$ cat src/rtl/rng_pkg.sv
// Shared definitions for the ranged random-number unit: FSM encoding,
// default Galois feedback masks and the range-mask helper.
package rng_pkg;

   typedef enum logic {StIdle, StDraw} rng_state_t;

   localparam logic [7:0]  TAPS_W8  = 8'hB8;
   localparam logic [15:0] TAPS_W16 = 16'hB400;
   localparam logic [31:0] TAPS_W32 = 32'h80200003;

   // Smallest all-ones value covering v (copies the top set bit into every lower position).
   function automatic logic [31:0] smear_mask(input logic [31:0] v);
      logic [31:0] m;
      m = v;
      m = m | (m >> 1);
      m = m | (m >> 2);
      m = m | (m >> 4);
      m = m | (m >> 8);
      m = m | (m >> 16);
      return m;
   endfunction

endpackage

$ cat src/rtl/lfsr_galois.sv
// Galois LFSR with synchronous seed load; a zero seed is replaced by all-ones
// so the register can never lock up in the all-zero state.
module lfsr_galois #(
   parameter int unsigned        LFSR_W = 16,
   parameter logic [LFSR_W-1:0]  TAPS   = 16'hB400
) (
   input  logic              clk,
   input  logic              rst,
   input  logic              step,
   input  logic              load,
   input  logic [LFSR_W-1:0] seed,
   output logic [LFSR_W-1:0] state
);

   always_ff @(posedge clk or posedge rst) begin
      if (rst) begin
         state <= '1;
      end else if (load) begin
         state <= (seed == '0) ? '1 : seed;
      end else if (step) begin
         state <= (state >> 1) ^ (state[0] ? TAPS : '0);
      end
   end

endmodule

$ cat src/rtl/ranged_rng_unit.sv
// Handshaked random-number unit returning unbiased values in [min_val, max_val]
// by masked rejection sampling with a bounded retry count and subtract fallback.
module ranged_rng_unit
   import rng_pkg::*;
#(
   parameter int unsigned        WIDTH     = 8,
   parameter int unsigned        LFSR_W    = 16,
   parameter logic [LFSR_W-1:0]  TAPS      = TAPS_W16,
   parameter int unsigned        MAX_TRIES = 8
) (
   input  logic              clk,
   input  logic              rst,
   input  logic              free_run,
   input  logic              seed_load,
   input  logic [LFSR_W-1:0] seed,
   input  logic              req,
   input  logic [WIDTH-1:0]  min_val,
   input  logic [WIDTH-1:0]  max_val,
   output logic              ready,
   output logic              valid,
   output logic [WIDTH-1:0]  random_num,
   output logic              fallback
);

   localparam int unsigned TRY_W = (MAX_TRIES > 1) ? $clog2(MAX_TRIES) : 1;

   rng_state_t         state;
   logic [LFSR_W-1:0]  lfsr;
   logic [TRY_W-1:0]   tries;
   logic [WIDTH-1:0]   lo;
   logic [WIDTH:0]     range_len;
   logic [WIDTH-1:0]   mask;

   logic               accept;
   logic [WIDTH-1:0]   lo_n;
   logic [WIDTH-1:0]   hi_n;
   logic [WIDTH-1:0]   cand;
   logic               hit;
   logic               last_try;
   logic [WIDTH-1:0]   result;

   lfsr_galois #(
      .LFSR_W (LFSR_W),
      .TAPS   (TAPS)
   ) u_lfsr (
      .clk   (clk),
      .rst   (rst),
      .step  ((state == StDraw) || ((state == StIdle) && free_run)),
      .load  (seed_load),
      .seed  (seed),
      .state (lfsr)
   );

   if (LFSR_W > WIDTH) begin : g_unused_hi
      logic unused_lfsr_hi;
      assign unused_lfsr_hi = ^lfsr[LFSR_W-1:WIDTH];
   end

   // Ready stays low through the valid cycle so results are at least 3 cycles apart.
   assign ready  = (state == StIdle) && !valid;
   assign accept = req && ready && !seed_load;

   always_comb begin
      if (max_val >= min_val) begin
         lo_n = min_val;
         hi_n = max_val;
      end else begin
         lo_n = '0;
         hi_n = '1;
      end
   end

   assign cand     = lfsr[WIDTH-1:0] & mask;
   assign hit      = {1'b0, cand} < range_len;
   assign last_try = (tries == TRY_W'(MAX_TRIES - 1));
   assign result   = hit ? cand : WIDTH'({1'b0, cand} - range_len);

   always_ff @(posedge clk or posedge rst) begin
      if (rst) begin
         state      <= StIdle;
         tries      <= '0;
         lo         <= '0;
         range_len  <= '0;
         mask       <= '0;
         valid      <= 1'b0;
         fallback   <= 1'b0;
         random_num <= '0;
      end else begin
         valid    <= 1'b0;
         fallback <= 1'b0;
         if (seed_load) begin
            state <= StIdle;
            tries <= '0;
         end else begin
            unique case (state)
               StIdle: begin
                  if (accept) begin
                     lo        <= lo_n;
                     range_len <= {1'b0, hi_n} - {1'b0, lo_n} + (WIDTH+1)'(1);
                     mask      <= WIDTH'(smear_mask(32'(hi_n - lo_n)));
                     tries     <= '0;
                     state     <= StDraw;
                  end
               end
               StDraw: begin
                  if (hit || last_try) begin
                     random_num <= lo + result;
                     valid      <= 1'b1;
                     fallback   <= !hit;
                     tries      <= '0;
                     state      <= StIdle;
                  end else begin
                     tries <= tries + 1'b1;
                  end
               end
               default: state <= StIdle;
            endcase
         end
      end
   end

endmodule

$ cat config.mk
export PLATFORM = sky130hd
export DESIGN_NAME = ranged_rng_unit
export DESIGN_NICKNAME = d
export VERILOG_FILES = /design/src/rtl/rng_pkg.sv /design/src/rtl/lfsr_galois.sv /design/src/rtl/ranged_rng_unit.sv
export SDC_FILE = /design/constraint.sdc
export NUM_CORES = 1
export LEC_CHECK = 0
export ABC_AREA = 1
export ABC_CLOCK_PERIOD_IN_PS = 4100
export CORE_AREA = 2 2 89 91
export DETAILED_ROUTE_END_ITERATION = 16
export DIE_AREA = 0 0 91 93
export HOLD_SLACK_MARGIN = 0.1
export PLACE_DENSITY = 0.8
export REMOVE_ABC_BUFFERS = 1
export SLEW_MARGIN = 20
export SYNTH_ARGS = -nofsm -noshare
export SYNTH_HDL_FRONTEND = slang
export SYNTH_SLANG_ARGS = --single-unit
$ cat constraint.sdc
create_clock -name clk -period 4.1 [get_ports clk]
set_input_delay 1.025 -clock clk [delete_from_list [all_inputs] [get_ports clk]]
set_output_delay 1.025 -clock clk [all_outputs]
set_load 0.03 [all_outputs]
=== After elaboration in Yosys (flattened, before gate mapping) ===
Cells that the tools add are included.

* Reductions and logical operators: 13
* Bitwise operators: 9
* Magnitude comparators: 2
* Mux-type cells: 21
* Equality and inequality tests: 2
* Add/sub/neg operators: 6

{| class="wikitable"
|+ Operator list
! cell !! number
|-
| $mux W16 || 4
|-
| $or A32 B28 Y32 || 1
|-
| $or A32 B30 Y32 || 1
|-
| $or A32 B31 Y32 || 1
|-
| $mux W8 || 3
|-
| $or A24 B24 Y24 || 1
|-
| $sub A8 B8 Y9 || 2
|-
| $logic_not A16 Y1 || 1
|-
| $xor A15 B16 Y16 || 1
|-
| $add A9 B1 Y9 const B || 1
|-
| $lt A8 B9 Y1 || 1
|-
| $mux W1 || 9
|-
| $mux W3 || 3
|-
| $add A8 B8 Y8 || 1
|-
| $and A8 B8 Y8 || 1
|-
| $ge A8 B8 Y1 || 1
|-
| $or A8 B8 Y8 || 1
|-
| $sub A8 B8 Y8 || 1
|-
| $pmux W3 S2 || 1
|-
| $reduce_and A3 Y1 || 2
|-
| $logic_and A1 B1 Y1 || 4
|-
| $add A3 B1 Y3 const B || 1
|-
| $eq A3 B3 Y1 const B || 1
|-
| $logic_not A1 Y1 || 3
|-
| 5 further kinds || 7
|}

* Input port bits: 37
* Word-level logic and storage cells: 62
* Register bits after elaboration: 55

=== Depth between registers and ports, before layout ===
* Depth after elaboration: 8
* Gate-level depth with buffers: 28
* Mapped depth without buffers: 27

=== By module ===
A second synthesis with hierarchy kept.

* Cell total of the unflattened synthesis: 622
* Area total of the unflattened synthesis: 4419.2 µm²

{| class="wikitable"
|+ By module, submodules not included
! module !! cells an instance !! times used !! area each (µm²) !! sequential area each (µm²)
|-
| ranged_rng_unit || 468 || 1 || 3432.0 || 975.9
|-
| lfsr_galois || 154 || 1 || 987.2 || 420.4
|}

=== Least setup slack after synthesis ===
OpenSTA, ideal clock, no wires.

* Kind: input to register
* From: in min_val[3]
* To: reg range_len[7]
* Setup time: 0.135 ns
* Cell stages on the path: 26
* Setup slack: -0.091 ns
* Path buffers: 1
* Arrival time: 4.055 ns
* Cell sequence: inv_1 ha_1 nand2_1 nor2_1 nor2_1 nand2_1 nand2_2 nand2_4 inv_1 clkbuf_1 nor2_1 inv_1 ha_1 inv_1 ha_1 fa_1 inv_1 or2_2 a21oi_1 or2_2 inv_1 nor2_1 o21ai_0 nand2_1 xnor2_1 o21ai_0

* Word-level cells in the longest chain between the ends: 4
* Elaborated cells between the ends (all ways): 5
* Classes of those cells: add/sub (2); order compare (1); mux (2)

{| class="wikitable"
|+ RTL lines
! item !! RTL line !! text
|-
| from (decl) || ranged_rng_unit.sv:17 || <nowiki>input logic [WIDTH-1:0] min_val,</nowiki>
|-
| $ge A8 B8 Y1 || ranged_rng_unit.sv:64 || <nowiki>if (max_val >= min_val) begin</nowiki>
|-
| $mux W8 || ranged_rng_unit.sv:64 ||
|-
| via lo_n[1] || ranged_rng_unit.sv:35 || <nowiki>logic [WIDTH-1:0] lo_n;</nowiki>
|-
| $sub A8 B8 Y9 || ranged_rng_unit.sv:99 || <nowiki>range_len <= {1'b0, hi_n} - {1'b0, lo_n} + (WIDTH+1)'(1);</nowiki>
|-
| $add A9 B1 Y9 || ranged_rng_unit.sv:99 ||
|-
| to (signal assigned) || ranged_rng_unit.sv:99 ||
|-
| to (decl) || ranged_rng_unit.sv:31 || <nowiki>logic [WIDTH:0] range_len;</nowiki>
|}

The timed path passes the listed nets, and every way through them passes these cells.
A chain may end at the register's enable or synchronous reset.

=== Worst setup path in the final report ===
* From: in max_val[4]
* To: reg range_len[5]

* Word-level cells in the longest chain between the ends: 4
* Elaborated cells between the ends (all ways): 5
* Classes of those cells: add/sub (2); order compare (1); mux (2)

{| class="wikitable"
|+ RTL lines
! item !! RTL line !! text
|-
| from (decl) || ranged_rng_unit.sv:18 || <nowiki>input logic [WIDTH-1:0] max_val,</nowiki>
|-
| $ge A8 B8 Y1 || ranged_rng_unit.sv:64 ||
|-
| $mux W8 || ranged_rng_unit.sv:64 ||
|-
| $sub A8 B8 Y9 (*) || ranged_rng_unit.sv:99 ||
|-
| $add A9 B1 Y9 (*) || ranged_rng_unit.sv:99 ||
|}

Every way passes the cells marked *; elsewhere a longest branch is shown, timed or not.

==> results.md <==
- Total track usage: 0.2428
- Die area: 0.008463 mm^2
- NumNets Final: 737
- Cts hold-fix bufs: 0
- Initial antenna violation count: 0
- CTS Sinks: 55
- Max cap viols: 0
- Synth top area cells: dfrtp_1 (23%), nand2_1 (12%), ha_1 (12%), dfstp_2 (10%), inv_1 (7.9%)
- Final GP Congestion: 0.8802
- Detailed Route Iter0 Violations: 245
- Power per cell area: 510.5 mW/mm^2
- Via total after detailed routing: 3,919
- Chip height: 93 um
- Syn-to-layout area delta: 30.22%
- Post-route antenna net violation count: 0
- Worst skew pair latency: 310 ps
- Inserted Clock Buffers: 5
- Post-synth cell types: 37
- 1st-pass router iterations: 5
- Diodes inserted: 0
- Sequential fraction of the synthesis area: 0.3313
- DRC Markers: 0
- Initial Util: 0.5600
- First-pass GRT wire length: 16.98 mm
- Critical Path RT: 4280 ps
- GR met3 Demand/Resource: 0.02417
- DIE WIDTH: 91 um
- GR peak layer: met2
- Worst-margin pin slew: 871.6 ps
- Grt ovf: 0
- Placed cells: 732
- Hold Slack: 485.0 ps
- VDD IR max: 0.2225 mV
- CTS clock-pin slew for the worst setup and hold paths: 90 ps
- CORE AREA: 0.007527 mm^2
- Synth top area share: 0.2315
- Avg Cell Area, Syn: 7.664 um^2
- Peak Freq: 249.1 MHz
- Type of destination of the critical path: flip-flop
- Routing usage on met2: 0.4494
- Part of the cycle the worst path needs: 0.9793
- Max-slew headroom at the worst pin: 0.4183
- Most frequent cells in the layout: nand2_1 (139), inv_1 (74), buf_4 (60), dfrtp_1 (39), nor2_1 (34)
- Most common cell after layout, fill and taps aside: nand2_1
- Min cycle time layout: 4015 ps
- Top Ports: 48
- Min-Delay Path Depth: 2
- Flops & latches, synth: 55
- FP Rows: 32
- Synth Cell Area: 0.004215 mm^2
- Setup CP Type: input pin to flip-flop
- Vias in the first global route: 3,923
- Grt met1 use: 0.2937
- Hpwl dp: 7.570 mm
- Share of cells above drive strength 1: 0.2197
- Final std cells w/o fill: 753
- Root Driver: clkbuf_8
- Leakage power: 2.866 nW
- Worst Skew: 15.50 ps
- Final Max Tran Viols: 0
- Post-Route WL: 10.03 mm
- Fill cells: 578
- Crit start category: input pin
- CTS tree: built
- Top cell type by total area after synthesis: dfrtp_1
- Via density: 5.205
- Final Util: 0.7292
- PortBufs: 47
- Final Hold Viols: 0
- HP Class: flip-flop to flip-flop
- CTS max path bufs: 2
- Worst path arrival time: 4190 ps
- Status: completed
- Tot Pwr: 0.002802 W
- Largest net degree at the start of global routing: 53
- Mapped Cells: 550
- Critical path fanouts, max: 5
- Worst reg2reg path depth: 19
- WL/cell: 13.32 um
- Yosys Warn Count: 0
- Max H-tree Level: 2
- Final setup viols: 0
## sequential cells by signal, indices dropped and copies added (netlist names)
signal	cells
random_num	8
u_lfsr.state	16
range_len	9
lo	8
valid	1
tries	3
fallback	1
state	1
mask	8
## repair_timing
action,in CTS,in global routing
buffers inserted,12,1
gates resized for setup,25,33
pin swaps,14,23
cloned,0,0
endpoints found under the setup margin,3,12
## worst max-delay path, cell delays in order
cell             delay [ps]
clkdlybuf4s50_1         430
ha_1                    290
nand2_1                  50
nor2_1                  130
nand2_2                  80
nand2_4                 100
inv_6                    50
nor2_4                   90
inv_2                    60
ha_4                    260
inv_2                    30
ha_2                    190
fa_2                    330
inv_2                    70
or2_4                   110
a21oi_1                  50
or2_2                   280
inv_2                    60
buf_4                   100
buf_4                    90
buf_4                    90
nand2_1                  50
nand2_1                  70
o21ai_0                 100
## cells in the mapped netlist (all sizes together)
cell type,instances
nor3,3
or2,5
nand4,1
o21a,1
o221ai,17
nand3b,2
nor4,3
o21bai,2
dfrtp,39
a21o,1
a21oi,20
o22ai,1
a211oi,1
clkbuf,11
buf,4
fa,9
o211ai,1
clkinv,1
nand2,150
nor2,43
xor2,13
a32o,2
ha,41
inv,90
xnor2,4
nand3,34
a41oi,1
o21ai,34
dfstp,16
## final cells by class
cell class	count	area, um^2	share of cell area
clock buffers	7	97.59	0.01778
clock inverters	1	6.256	0.001140
inverters	91	350.3	0.06382
multi-input cells	389	2552	0.4650
flip-flops and latches	55	1396	0.2544
well taps	102	127.6	0.02325
repair buffers	108	958.4	0.1746
## cell families (layout without fill, tap and decap cells)
logic type | Yosys count | count (layout) | synth area share
buffers and inverters | 106 | 207 | 0.09558
adders and majority gates | 50 | 50 | 0.1644
xor gates and xnor gates | 17 | 17 | 0.03532
AOI/OAI and AO/OA | 81 | 81 | 0.1193
and+or+nand+nor | 241 | 241 | 0.2541
DFF | 55 | 55 | 0.3313
## path summary, 6_finish.rpt
path | end | slack (ps) | start
setup / recovery | range_len[5] | 80 | max_val[4]
min in group asynchronous | tries[0] | 1160 | rst
hold / removal | random_num[7] | 490 | random_num[7]
setup reg to reg | random_num[6] | 490 | u_lfsr.state[6]
hold reg to reg | random_num[7] | 490 | random_num[7]
max in group asynchronous | u_lfsr.state[6] | 2260 | rst
## report_power, final
group / switching [W] / leakage [nW] / total, W / internal [W]
combinational: 0.000942 / 2.16 / 0.00164 / 0.000702
clock: 0.000175 / 0.0539 / 0.000334 / 0.000159
sequential: 0.000103 / 0.657 / 0.000826 / 0.000723
## layer usage
metal,part of all wire,routed length [um],vias to the layer above
li1,-,-,1972
met1,0.41,4156,1816
met2,0.53,5303,117
met3,0.037,369,14
met4,0.020,201,0
met5,0,0,-
## metrics by stage
stage | setup slack (ps) | instance area, um^2 | TNS (ps)
after floorplan | -8.020 | 4154 | -8.020
after global placement | -424.6 | 5112 | -1926
after detailed placement | -597.9 | 5112 | -3488
after CTS | 0.5582 | 5370 | 0
after global routing | -10.80 | 5489 | -10.80
final | 84.78 | 5489 | 0
Note: power is estimated with default switching activity, not from simulation.
